===== src/rtl/seq_mantissa_mul.sv =====
`default_nettype none
// ============================================================================
// Module      : seq_mantissa_mul
// Description : Iterative radix-2 shift-add unsigned multiplier producing the
//               2N-bit mantissa product for the FP multiply path. One
//               (N+1)-bit adder row, one multiplier bit consumed per clock.
// Revision    : 1.0 - initial release
// ============================================================================
module seq_mantissa_mul #(
  parameter int N = 24
) (
  input  logic           clk,
  input  logic           rst,
  input  logic           start,
  input  logic [N-1:0]   multiplicand,
  input  logic [N-1:0]   multiplier,
  output logic           busy,
  output logic           done,
  output logic [2*N-1:0] product
);

  localparam int CW = (N > 2) ? $clog2(N) : 1;
  localparam logic [CW-1:0] C_LAST = CW'(N - 1);

  typedef enum logic [1:0] {
    S_IDLE = 2'd0,
    S_RUN  = 2'd1,
    S_DONE = 2'd2
  } state_t;

  state_t         state_q, state_d;
  logic [N:0]     a_q, a_d;        // partial product high half, MSB holds the carry
  logic [N-1:0]   q_q, q_d;        // multiplier bits, shifted out LSB first
  logic [N-1:0]   m_q, m_d;        // captured multiplicand
  logic [CW-1:0]  count_q, count_d;
  logic [2*N-1:0] product_q, product_d;
  logic [N:0]     sum;

  // Next-state, datapath step and output decode.
  always_comb begin
    state_d   = state_q;
    a_d       = a_q;
    q_d       = q_q;
    m_d       = m_q;
    count_d   = count_q;
    product_d = product_q;
    sum       = a_q + (q_q[0] ? {1'b0, m_q} : {(N+1){1'b0}});

    case (state_q)
      S_IDLE: begin
        if (start) begin
          m_d     = multiplicand;
          q_d     = multiplier;
          a_d     = '0;
          count_d = '0;
          state_d = S_RUN;
        end
      end
      S_RUN: begin
        // {A,Q} <= {sum,Q} >> 1 ; the vacated MSB of A is zero.
        a_d     = {1'b0, sum[N:1]};
        q_d     = {sum[0], q_q[N-1:1]};
        count_d = count_q + CW'(1);
        if (count_q == C_LAST) begin
          // The last shift completes on this edge, so the product is taken
          // from the shifted value rather than the registered one.
          product_d = {sum, q_q[N-1:1]};
          state_d   = S_DONE;
        end
      end
      S_DONE: begin
        state_d = S_IDLE;
      end
      default: begin
        state_d = S_IDLE;
      end
    endcase
  end

  // State and datapath registers with synchronous reset.
  always_ff @(posedge clk) begin
    if (rst) begin
      state_q   <= S_IDLE;
      a_q       <= '0;
      q_q       <= '0;
      m_q       <= '0;
      count_q   <= '0;
      product_q <= '0;
    end else begin
      state_q   <= state_d;
      a_q       <= a_d;
      q_q       <= q_d;
      m_q       <= m_d;
      count_q   <= count_d;
      product_q <= product_d;
    end
  end

  assign busy    = (state_q != S_IDLE);
  assign done    = (state_q == S_DONE);
  assign product = product_q;

endmodule
`default_nettype wire

===== config.mk =====
export PLATFORM = sky130hd
export DESIGN_NAME = seq_mantissa_mul
export DESIGN_NICKNAME = d
export VERILOG_FILES = /design/src/rtl/seq_mantissa_mul.sv
export SDC_FILE = /design/constraint.sdc
export NUM_CORES = 1
export LEC_CHECK = 0
export ABC_AREA = 0
export CAP_MARGIN = 30
export CORE_ASPECT_RATIO = 0.8
export CORE_UTILIZATION = 58
export CTS_BUF_LIST = sky130_fd_sc_hd__clkbuf_16
export DETAILED_ROUTE_END_ITERATION = 8
export PLACE_DENSITY = 0.94
export SLEW_MARGIN = 20
export SYNTH_ARGS = -nofsm -noshare
export SYNTH_HDL_FRONTEND = slang
export SYNTH_SLANG_ARGS = --single-unit

===== constraint.sdc =====
create_clock -name clk -period 5.05 [get_ports clk]
set_input_delay 1.01 -clock clk [delete_from_list [all_inputs] [get_ports clk]]
set_output_delay 1.01 -clock clk [all_outputs]
set_load 0.02 [all_outputs]

[Word-level counts from Yosys, hierarchy flattened]
Index checks and enable logic that the tools add are counted.
Operators by class
  $add $sub $neg: 2
  $mul: 0
  div/mod/pow operators: 0
  order comparisons: 0
  equal/unequal tests: 5
  shifts and indexed selects: 0
  mux-type cells: 10
  bitwise gates (word level): 0
  reduce and logical (&&, ||, !) cells: 7
Operators with widths (count)
  case mux 25 bit (2 select lines): 1
  two-way mux 24 bit: 2
  case mux 24 bit (2 select lines): 1
  adder 25 x 24 -> 25 bit: 1
  two-way mux 25 bit: 1
  case mux 5 bit (2 select lines): 1
  AND reduction 2 bit: 4
  adder 5 x 1 -> 5 bit, second input constant: 1
  == test 5 bit, second input constant: 1
  two-way mux 5 bit: 1
  two-way mux 2 bit: 2
  inequality test 2 bit, second input constant: 2
  case mux 2 bit (2 select lines): 1
  nonzero test 2 bit: 2
  == test 2 x 1 -> 1 bit, second input constant: 1
  == test 2 bit, second input constant: 1
  zero test 2 bit: 1
Storage, ports and cells
  register bits: 128
  bits in latches: 0
  bits in writable memories: 0
  ROM bits: 0
  output and inout port bits: 50
  memories: 0

[Logic depth before layout (Yosys ltp)]
Gate-level depths: netlist (run 1).
  word-level depth: 3
  gate-level depth with buffers: 10

[Worst setup path after synthesis (run 1)]
Ideal clock, no wire load.
  kind: reg2reg
  from: register q_q[0]
  to: register product_q[47] (netlist: product[47])
  arrival time: 2579 ps
  slack: 2334 ps
  stages on the path, launching flop included: 11
  path buffers: 1
  cell sequence: dfxtp_1 > clkbuf_1 > and2_1 > ha_1 > fa_1 > a21o_1 > a221o_1 > a31oi_2 > o21bai_1 > a221oi_1 > a211oi_1
On the way
  word-level cells in the longest chain between the ends: 2
Ends and longest elaborated chain
  start, declared: RTL line 33  | logic [N-1:0] q_q, q_d;
  start signal, assigned: RTL line 92  | q_q <= q_d;
  two-way mux 24 bit: RTL line 47  | sum = a_q + (q_q[0] ? {1'b0, m_q} : {(N+1){1'b0}});
  adder 25 x 24 -> 25 bit: RTL line 47
  end signal, assigned: RTL line 95  | product_q <= product_d;
  end, declared: RTL line 36  | logic [2*N-1:0] product_q, product_d;
No other way between the ends.
A chain may end at the register's enable or synchronous reset.

[Worst setup path after layout (run 1)]
  from: register q_q[0]
  to: register product_q[45] (netlist: product[45])
Same word-level chain as after synthesis.

==> results.json, run 1 <==
{
  "grt_usage_pct": 32.8,
  "async_flop_share_pct": 0,
  "cp_slowest_cell": "dfxtp_1",
  "min_period_ps": 3250,
  "yosysWarnings": 0,
  "grt_pass1_wl_um": 28700,
  "clock_latency_ps": 430,
  "layout-drive-gt1-share_pct": 6.48,
  "cp.arrival_ps": 3540,
  "htreeDepth": 4,
  "initial_core_util_pct": 60.4,
  "grt_pass1_vias": 5726,
  "clkSinkCount": 127,
  "cap_viol_max_count": 0,
  "port_buffers": 100,
  "overflow": 0,
  "tns_ps": 0,
  "post_drt_wl_per_cell_um": 17.7,
  "dpl.hpwl_um": 11500,
  "row_count": 33,
  "yosysSeqAreaShare_pct": 40.6,
  "first_pass_iters": 5,
  "hp-class": "flop to flop",
  "multiInputGateArea_um2": 3480,
  "power_leakage_nw": 3.06,
  "status": "finished, final reports clean",
  "drt-initial-drc-count": 855,
  "syn2layout_area_growth_pct": 26.6,
  "path_buf_inv": 0,
  "period_share_pct": 64.4,
  "postCtsSetupRepairBufs": 0,
  "path_cells": "and2_1, ha_1, a21oi_1, o21ai_0, a311oi_1, nor3_1, a211oi_1, a31oi_1",
  "fmaxAchievable_mhz": 308,
  "place.gp.congestion": 1.02,
  "p_per_area_nw_per_um2": 324,
  "slew_headroom_pct": 41.8,
  "numCtsBuffers": 17,
  "wirelength_um": 18000,
  "syn_inst": 797,
  "drtAntennaViolNets": 0,
  "slew_viol_final": 0,
  "pin_count": 101,
  "worst_pin_slew_ps": 871,
  "seq_area_um2": 2540,
  "nets": 944,
  "crit_path_start_kind": "flop",
  "ys.flop_type": "dfxtp_1",
  "setup_violations": 0,
  "hold_buffers": 0,
  "crit_required_ps": 5330,
  "critPathKind": "flop to flop",
  "diodes": 0,
  "rsz0062_at_grt": "false",
  "vias_per_cell": 6.12,
  "die_y_um": 94.9,
  "crit_fanout": 25,
  "avgSynthCellArea_um2": 7.85,
  "core_um2": 10400,
  "die_w_um": 118,
  "finalHoldViolations": 0,
  "die_area_um2": 11200,
  "cts_resized": 0,
  "p_total_mw": 2.57,
  "vias": 6240,
  "timing.hold.ws_ps": 450,
  "cpLargestDelayFamily": "compound AO/OA/AOI/OAI gates",
  "antenna_found_initial": 0,
  "synthesis.nets": 874,
  "clk_pin_slew_ps": 60,
  "ys_types": 60,
  "cts_tree": "built",
  "finClkSkew_ps": 7.11,
  "design_area_um2": 7920,
  "cp_slowest_stage_delay_ps": 800,
  "synth_area_um2": 6260,
  "fin_util_pct": 76.4,
  "synth_edf_count": 0,
  "nFillCells": 700,
  "clk_path_buf_depth": 2,
  "end_kind": "flop",
  "root_buffer": "clkbuf_16",
  "place_area_um2": 7300,
  "ir_drop_mv": 0.240,
  "grt_max_degree": 68,
  "ys_seq_elements": 127,
  "drc": 0
}
[cells in the final DEF, fill, tap and decap left out, types with 4 or more instances in the layout]
| master | n |
|---|---|
| a211o_1 | 5 |
| ha_1 | 25 |
| nor2_1 | 54 |
| clkbuf_16 | 17 |
| clkdlybuf4s50_1 | 99 |
| a311oi_1 | 26 |
| a22o_1 | 4 |
| or4_1 | 4 |
| a21o_1 | 11 |
| a31oi_1 | 5 |
| a21oi_1 | 94 |
| dfxtp_1 | 127 |
| nor3_1 | 6 |
| xor2_1 | 8 |
| nand3b_1 | 7 |
| inv_6 | 7 |
| buf_4 | 6 |
| and2_1 | 29 |
| nand4_1 | 6 |
| o21ai_0 | 23 |
| nor3b_1 | 5 |
| nand3_1 | 18 |
| xnor2_1 | 10 |
| inv_1 | 5 |
| nand2_1 | 203 |
| nand4b_1 | 4 |
| a211oi_1 | 7 |
[power by group]
| part | total, mW | internal [mW] | switching (mW) |
|---|---|---|---|
| sequential | 1.07 | 1.04 | 0.0309 |
| clock | 1.30 | 0.792 | 0.508 |
| combinational | 0.199 | 0.0826 | 0.117 |
| total | 2.57 | 1.91 | 0.655 |
[registers in the layout, indices dropped and copies added, names as in the netlist]
| signal | count |
|---|---|
| a_q | 24 |
| count_q | 5 |
| m_q | 24 |
| product | 48 |
| q_q | 24 |
| state_q | 2 |
[path summary, 6_finish.rpt]
check,from,end,slack [ps],depth (start not counted)
setup reg to reg,q_q[0],product[45],1800,8
hold / removal,m_q[10],m_q[10],450,2
hold reg to reg,m_q[10],m_q[10],450,2
setup / recovery,q_q[0],product[45],1800,8
[cell usage after synthesis, drive strengths merged, types with 2 or more instances]
library cell / count / area, um^2
nand2: 204 / 766
dfxtp: 127 / 2540
a21oi: 96 / 503
nor2: 55 / 206
clkbuf: 48 / 180
and2: 30 / 188
a311oi: 26 / 228
ha: 25 / 313
o21ai: 24 / 124
nand3: 18 / 90.1
a21o: 12 / 91.3
xnor2: 10 / 87.6
buf: 9 / 58.8
xor2: 8 / 70.1
a211oi: 7 / 52.6
nand3b: 7 / 52.6
nor3: 7 / 35.0
a31oi: 6 / 43.8
nand4: 6 / 37.5
a211o: 5 / 43.8
inv: 5 / 18.8
nor3b: 5 / 37.5
a22o: 4 / 35.0
nand2b: 4 / 25.0
nand4b: 4 / 35.0
or4: 4 / 30.0
and3: 3 / 18.8
nor2b: 3 / 18.8
o21bai: 3 / 22.5
or3: 3 / 18.8
a221o: 2 / 20.0
a221oi: 2 / 17.5
a32o: 2 / 20.0
mux2i: 2 / 20.0
o21a: 2 / 15.0
[metrics by stage]
| step | setup slack, ps | cells |
|---|---|---|
| after detailed placement | 1980 | 988 |
| after CTS | 1960 | 1020 |
| final | 1800 | 1020 |
| after floorplan | 2330 | 797 |
| after global routing | 1680 | 1020 |
| after global placement | 2040 | 985 |
[cell families after synthesis]
logic type	synth area share, %
xor gates and xnor gates	2.52
AOI/OAI and AO/OA	21.6
adders and majority gates	5.32
muxes	0.320
buffers and inverters	4.12
DFF	40.6
and+or+nand+nor	25.5
[routing by layer]
metal | routed length (um) | track usage [%] | vias to the layer above
met5 | 0 | 0 | -
met4 | 446 | 12.2 | 0
met3 | 1930 | 11.4 | 52
met2 | 8070 | 51.1 | 340
met1 | 7600 | 42.2 | 2920
li1 | - | - | 2928
[layout make-up]
type                    instances  share of cell area (%)
repair buffers                108                    13.7
well taps                     140                    2.21
clock inverters                15                    2.48
flip-flops and latches        127                    32.1
clock buffers                  17                    5.37
inverters                       5                   0.237
multi-input cells             608                    43.9
[worst reg2reg max path, cell delays in order, from the launching register on]
cell and delay [ps]:
dfxtp_1 800, and2_1 280, ha_1 350, a21oi_1 280, o21ai_0 240, a311oi_1 730
nor3_1 100, a211oi_1 230, a31oi_1 110
No activity file was read; power rests on OpenSTA's default activity.
==> run 2: changes to the inputs <==
Settings changed: CORE_UTILIZATION 58 to 49, PLACE_DENSITY 0.94 to 0.85.
Clock period 5.05 ns to 2.82 ns, I/O delays scaled along.
==> run 2 against run 1 <==
Cell area up 3.0%. Critical endpoint is now product[41]. Routed wire length down 4.8%. Count of clock-buffer cells in the layout unchanged. Worst hold slack worse by 0.83 ps. Final cell count up 6.6%. Critical path depth unchanged.
==> results.json, run 2 (same netlist as run 1, synthesis figures left out) <==
{
  "status": "finished, final reports clean",
  "slew_viol_final": 0,
  "reg2reg_depth": 8,
  "rrSetupSlack_ps": 110,
  "rsz0062_at_grt": "false",
  "crit_required_ps": 3140,
  "crit_fanout": 5,
  "antenna_found_initial": 0,
  "crit_end": "product[41]",
  "cp_slowest_cell": "a221o_1",
  "die_area_um2": 13200,
  "die_y_um": 103,
  "clock_latency_ps": 420,
  "cts_tree": "built",
  "grt_pass1_wl_um": 27300,
  "clk_path_buf_depth": 2,
  "p_per_area_nw_per_um2": 523,
  "drc": 0,
  "syn2layout_area_growth_pct": 30.4,
  "fmaxAchievable_mhz": 369,
  "r2r_end": "product[41]",
  "first_pass_iters": 5,
  "cap_viol_max_count": 0,
  "nets": 980,
  "dpl.hpwl_um": 12400,
  "clk_pin_slew_ps": 60,
  "ir_drop_mv": 0.522,
  "cp.arrival_ps": 3020,
  "crit_path_start_kind": "flop",
  "postCtsSetupRepairBufs": 0,
  "die_w_um": 128,
  "pin_count": 101,
  "nFillCells": 1024,
  "post_drt_wl_per_cell_um": 15.8,
  "crit_top_cell": "a21o_1",
  "path_buf_inv": 0,
  "layout-drive-gt1-share_pct": 10.7,
  "place.gp.congestion": 0.958,
  "initial_core_util_pct": 50.9,
  "vias": 6106,
  "period_share_pct": 96.1,
  "finClkSkew_ps": 10.6,
  "port_buffers": 100,
  "drtAntennaViolNets": 0,
  "min_period_ps": 2710,
  "startpoint": "q_q[0]",
  "critPathKind": "flop to flop",
  "slew_headroom_pct": 51.7,
  "place_ws_ps": 65.4,
  "numCtsBuffers": 17,
  "clkSinkCount": 127,
  "most-common-layout-cells": "nand2_1, dfxtp_1, clkdlybuf4s50_1",
  "grt_usage_pct": 26.9,
  "tns_ps": 0,
  "diodes": 0,
  "finalHoldViolations": 0,
  "power_leakage_nw": 3.19,
  "worst_pin_slew_ps": 721,
  "core_um2": 12300,
  "path_cells": "and2_1, ha_1, fa_2, a21o_1, a221o_1, a21o_1, a211o_1, a2111oi_2",
  "grt_max_degree": 51,
  "overflow": 0,
  "layout_setup_ws_ps": 111,
  "hp-class": "flop to flop",
  "drt-initial-drc-count": 478,
  "cp.depth": 8,
  "grt_pass1_vias": 5254,
  "final_common_cell": "nand2_1",
  "root_buffer": "clkbuf_16",
  "wirelength_um": 17200,
  "htreeDepth": 4,
  "largest_reg_flops": 48,
  "cpLargestDelayFamily": "compound AO/OA/AOI/OAI gates",
  "row_count": 36,
  "setup_violations": 0,
  "vias_per_cell": 5.62,
  "cp_slowest_stage_delay_ps": 400,
  "end_kind": "flop",
  "rr_startpoint": "q_q[0]"
}
-- run 2: per-layer routing --
layer	global-route usage, %	vias to the layer above	routed length (um)
met3	5.45	23	1560
met2	37.3	296	7090
met4	10.2	0	263
li1	-	2995	-
met5	0	-	0
met1	40.4	2792	8260
-- run 2: area by class of cell --
cell class                 count  area [um^2]  share of cell area, %
inverter                       5         18.8                  0.230
multi-input combinational    608         3510                   43.0
clock inverter                15          113                   1.38
timing repair buffer         144         1340                   16.4
clock buffer                  17          425                   5.21
tap                          171          214                   2.62
sequential                   127         2540                   31.2
-- run 2: tightest hold or removal path, cell delays in order, from the launching register on --
cell and delay, ps:
dfxtp_1 300, nand2_1 50, a21oi_1 50
-- run 2: worst min-delay path by stage --
stage,from,end,slack [ps],depth (start not counted)
global placement,m_q[6],m_q[6],440,2
detailed placement,m_q[9],m_q[9],440,2
global route,m_q[13],m_q[13],470,2
finish,m_q[13],m_q[13],450,2
CTS,m_q[10],m_q[10],450,2
floorplan,a_q[12],a_q[12],430,2
-- run 2: per-stage QoR --
step           hold WS, ps  utilization, %  cell area (um^2)  std cells  power [mW]
2_1_floorplan          432               -              6260        797        2.14
3_3_place_gp           439            61.7              7590       1055        2.30
3_5_place_dp           442            61.7              7590       1055        2.31
4_1_cts                451            66.1              8130       1087        4.29
5_1_grt                474            66.4              8160       1087        4.42
6_report               449            66.4              8160       1087        4.27
-- run 2: report_power, final --
group	switching (mW)	total (mW)	internal [mW]
logic	0.212	0.376	0.164
clock network	0.863	1.99	1.13
registers	0.0457	1.90	1.86
-- run 2: timing repair --
item | 4_1_cts | 5_1_grt
hold buffers | 0 | 0
endpoints found under the setup margin | 0 | 8
gates resized for setup | 0 | 8
==> run 3: changes to the inputs <==
Settings changed: GPL_ROUTABILITY_DRIVEN set to 0.
==> run 3 against run 2 <==
Worst hold slack better by 0.67 ps. Critical path depth increased by 1. Power increased by 7.0%. Flip-flop and latch count unchanged. Final cell count fell by 1.3%. Core utilization fell by 0.32 points. Worst setup slack better by 18 ps. Cell area fell by 0.48%. First-iteration DRC count up 45%. Register-to-register slack better by 20 ps. Critical path type unchanged. Largest power group unchanged. Highest routed layer unchanged.
==> results.json, run 3 (same netlist as run 1, synthesis figures left out) <==
{
  "fin_util_pct": 66.1,
  "dpl.hpwl_um": 11900,
  "nFillCells": 996,
  "holdPathStages": 2,
  "fmaxAchievable_mhz": 372,
  "crit_path_start_kind": "flop",
  "most-common-layout-cells": "nand2_1, dfxtp_1, clkdlybuf4s50_1",
  "overflow": 0,
  "hp-start": "m_q[6]",
  "wl_met3_um": 1590,
  "setup_violations": 0,
  "clk_path_buf_depth": 2,
  "die_area_um2": 13200,
  "power_leakage_nw": 3.15,
  "rrSetupSlack_ps": 130,
  "tns_ps": 0,
  "grt_usage_pct": 26.5,
  "drt-initial-drc-count": 694,
  "largest_reg_flops": 48,
  "root_buffer": "clkbuf_16",
  "maxUsedRoutingLayer": "met4",
  "multiInputGateArea_um2": 3490,
  "end_kind": "flop",
  "ir_drop_mv": 0.446,
  "wl_met1_um": 8010,
  "final_common_cell": "nand2_1",
  "seq_area_um2": 2540,
  "numCtsBuffers": 17,
  "routed-wl-met2_um": 6980,
  "cp.arrival_ps": 3000,
  "port_buffers": 100,
  "initial_core_util_pct": 50.9,
  "placedCellCount": 1041,
  "slew_viol_final": 0,
  "nets": 966,
  "syn2layout_area_growth_pct": 29.8,
  "timing.hold.ws_ps": 450,
  "rr_startpoint": "q_q[0]",
  "hold_buffers": 0,
  "clkSinkCount": 127,
  "p_per_area_nw_per_um2": 562,
  "period_share_pct": 95.4,
  "grt_max_degree": 42,
  "core_um2": 12300,
  "row_count": 36,
  "layout-drive-gt1-share_pct": 8.98,
  "drtAntennaViolNets": 0,
  "finalHoldViolations": 0,
  "worst_pin_slew_ps": 822,
  "slew_headroom_pct": 45.0,
  "antenna_found_initial": 0,
  "finClkSkew_ps": 6.85,
  "p_total_mw": 4.57,
  "status": "finished, final reports clean",
  "r2r_end": "a_q[22]",
  "min_period_ps": 2690,
  "rsz0062_at_grt": "false",
  "cap_viol_max_count": 0,
  "wirelength_um": 16900,
  "min_to": "m_q[6]",
  "post_drt_wl_per_cell_um": 15.8,
  "clock_latency_ps": 420,
  "htreeDepth": 4,
  "first_pass_iters": 5,
  "vias": 6120,
  "critPathKind": "flop to flop",
  "clk_pin_slew_ps": 60,
  "drc": 0,
  "final_cell_count_no_fill": 1073,
  "pin_count": 101,
  "vias_per_cell": 5.70,
  "grt_pass1_vias": 5442,
  "diodes": 0,
  "die_y_um": 103,
  "grt_pass1_wl_um": 27300,
  "crit_fanout": 7,
  "hp-class": "flop to flop",
  "cts_tree": "built",
  "reg2reg_depth": 9,
  "die_w_um": 128,
  "crit_required_ps": 3130
}
run 3: cell count changes in the layout (fill, tap and decap cells not counted), sizes merged:
cell      delta
clkinvlp     +1
clkinv       -1
buf         -14
bufinv       +4
inv          -4
run 3: worst max-delay path, stage by stage, from the launching register on:
cell and delay, ps:
dfxtp_2 350, buf_4 160, and2_1 170, ha_1 290, a211o_1 290, a2111o_1 450, nand4_1 180, a21oi_1 130
or3_1 320, a32o_1 250
run 3: timing repair:
action                     CTS  global route
setup endpoints to repair    0            11
gates resized for setup      0             6
buffers inserted             0             0
run 3: worst max-delay path by stage:
stage	startpoint	to	slack, ps	cells past startpoint
3_3_place_gp	q_q[0]	product[39]	150	10
5_1_grt	q_q[0]	a_q[22]	30	9
3_5_place_dp	q_q[0]	a_q[23]	30	9
6_report	q_q[0]	a_q[22]	130	9
2_1_floorplan	q_q[0]	product[47]	100	10
4_1_cts	q_q[0]	a_q[23]	30	9
run 3: report_power, final:
group,total (mW),switching [mW],internal [mW]
registers,1.90,0.0457,1.86
logic,0.369,0.211,0.158
clock network,2.30,0.829,1.47
total,4.57,1.09,3.48
run 3: stage by stage:
step           setup WS, ps  cell area (um^2)
2_1_floorplan           104              6260
3_5_place_dp           28.5              7480
3_3_place_gp            147              7480
5_1_grt                25.3              8130
6_report                129              8130
4_1_cts                32.0              8100
run 3: layer usage:
layer	GRT usage, %	vias to the layer above
li1	-	2960
met5	0	-
met1	38.3	2830
met3	7.37	33
met4	9.50	0
met2	37.6	297
run 3: cell type report:
cell class                 instances  area share [%]
clock buffer                      17            5.24
clock inverter                    15            2.37
inverter                           5           0.231
multi-input combinational        608            43.0
sequential                       127            31.3
tap                              171            2.63
timing repair buffer             130            15.2
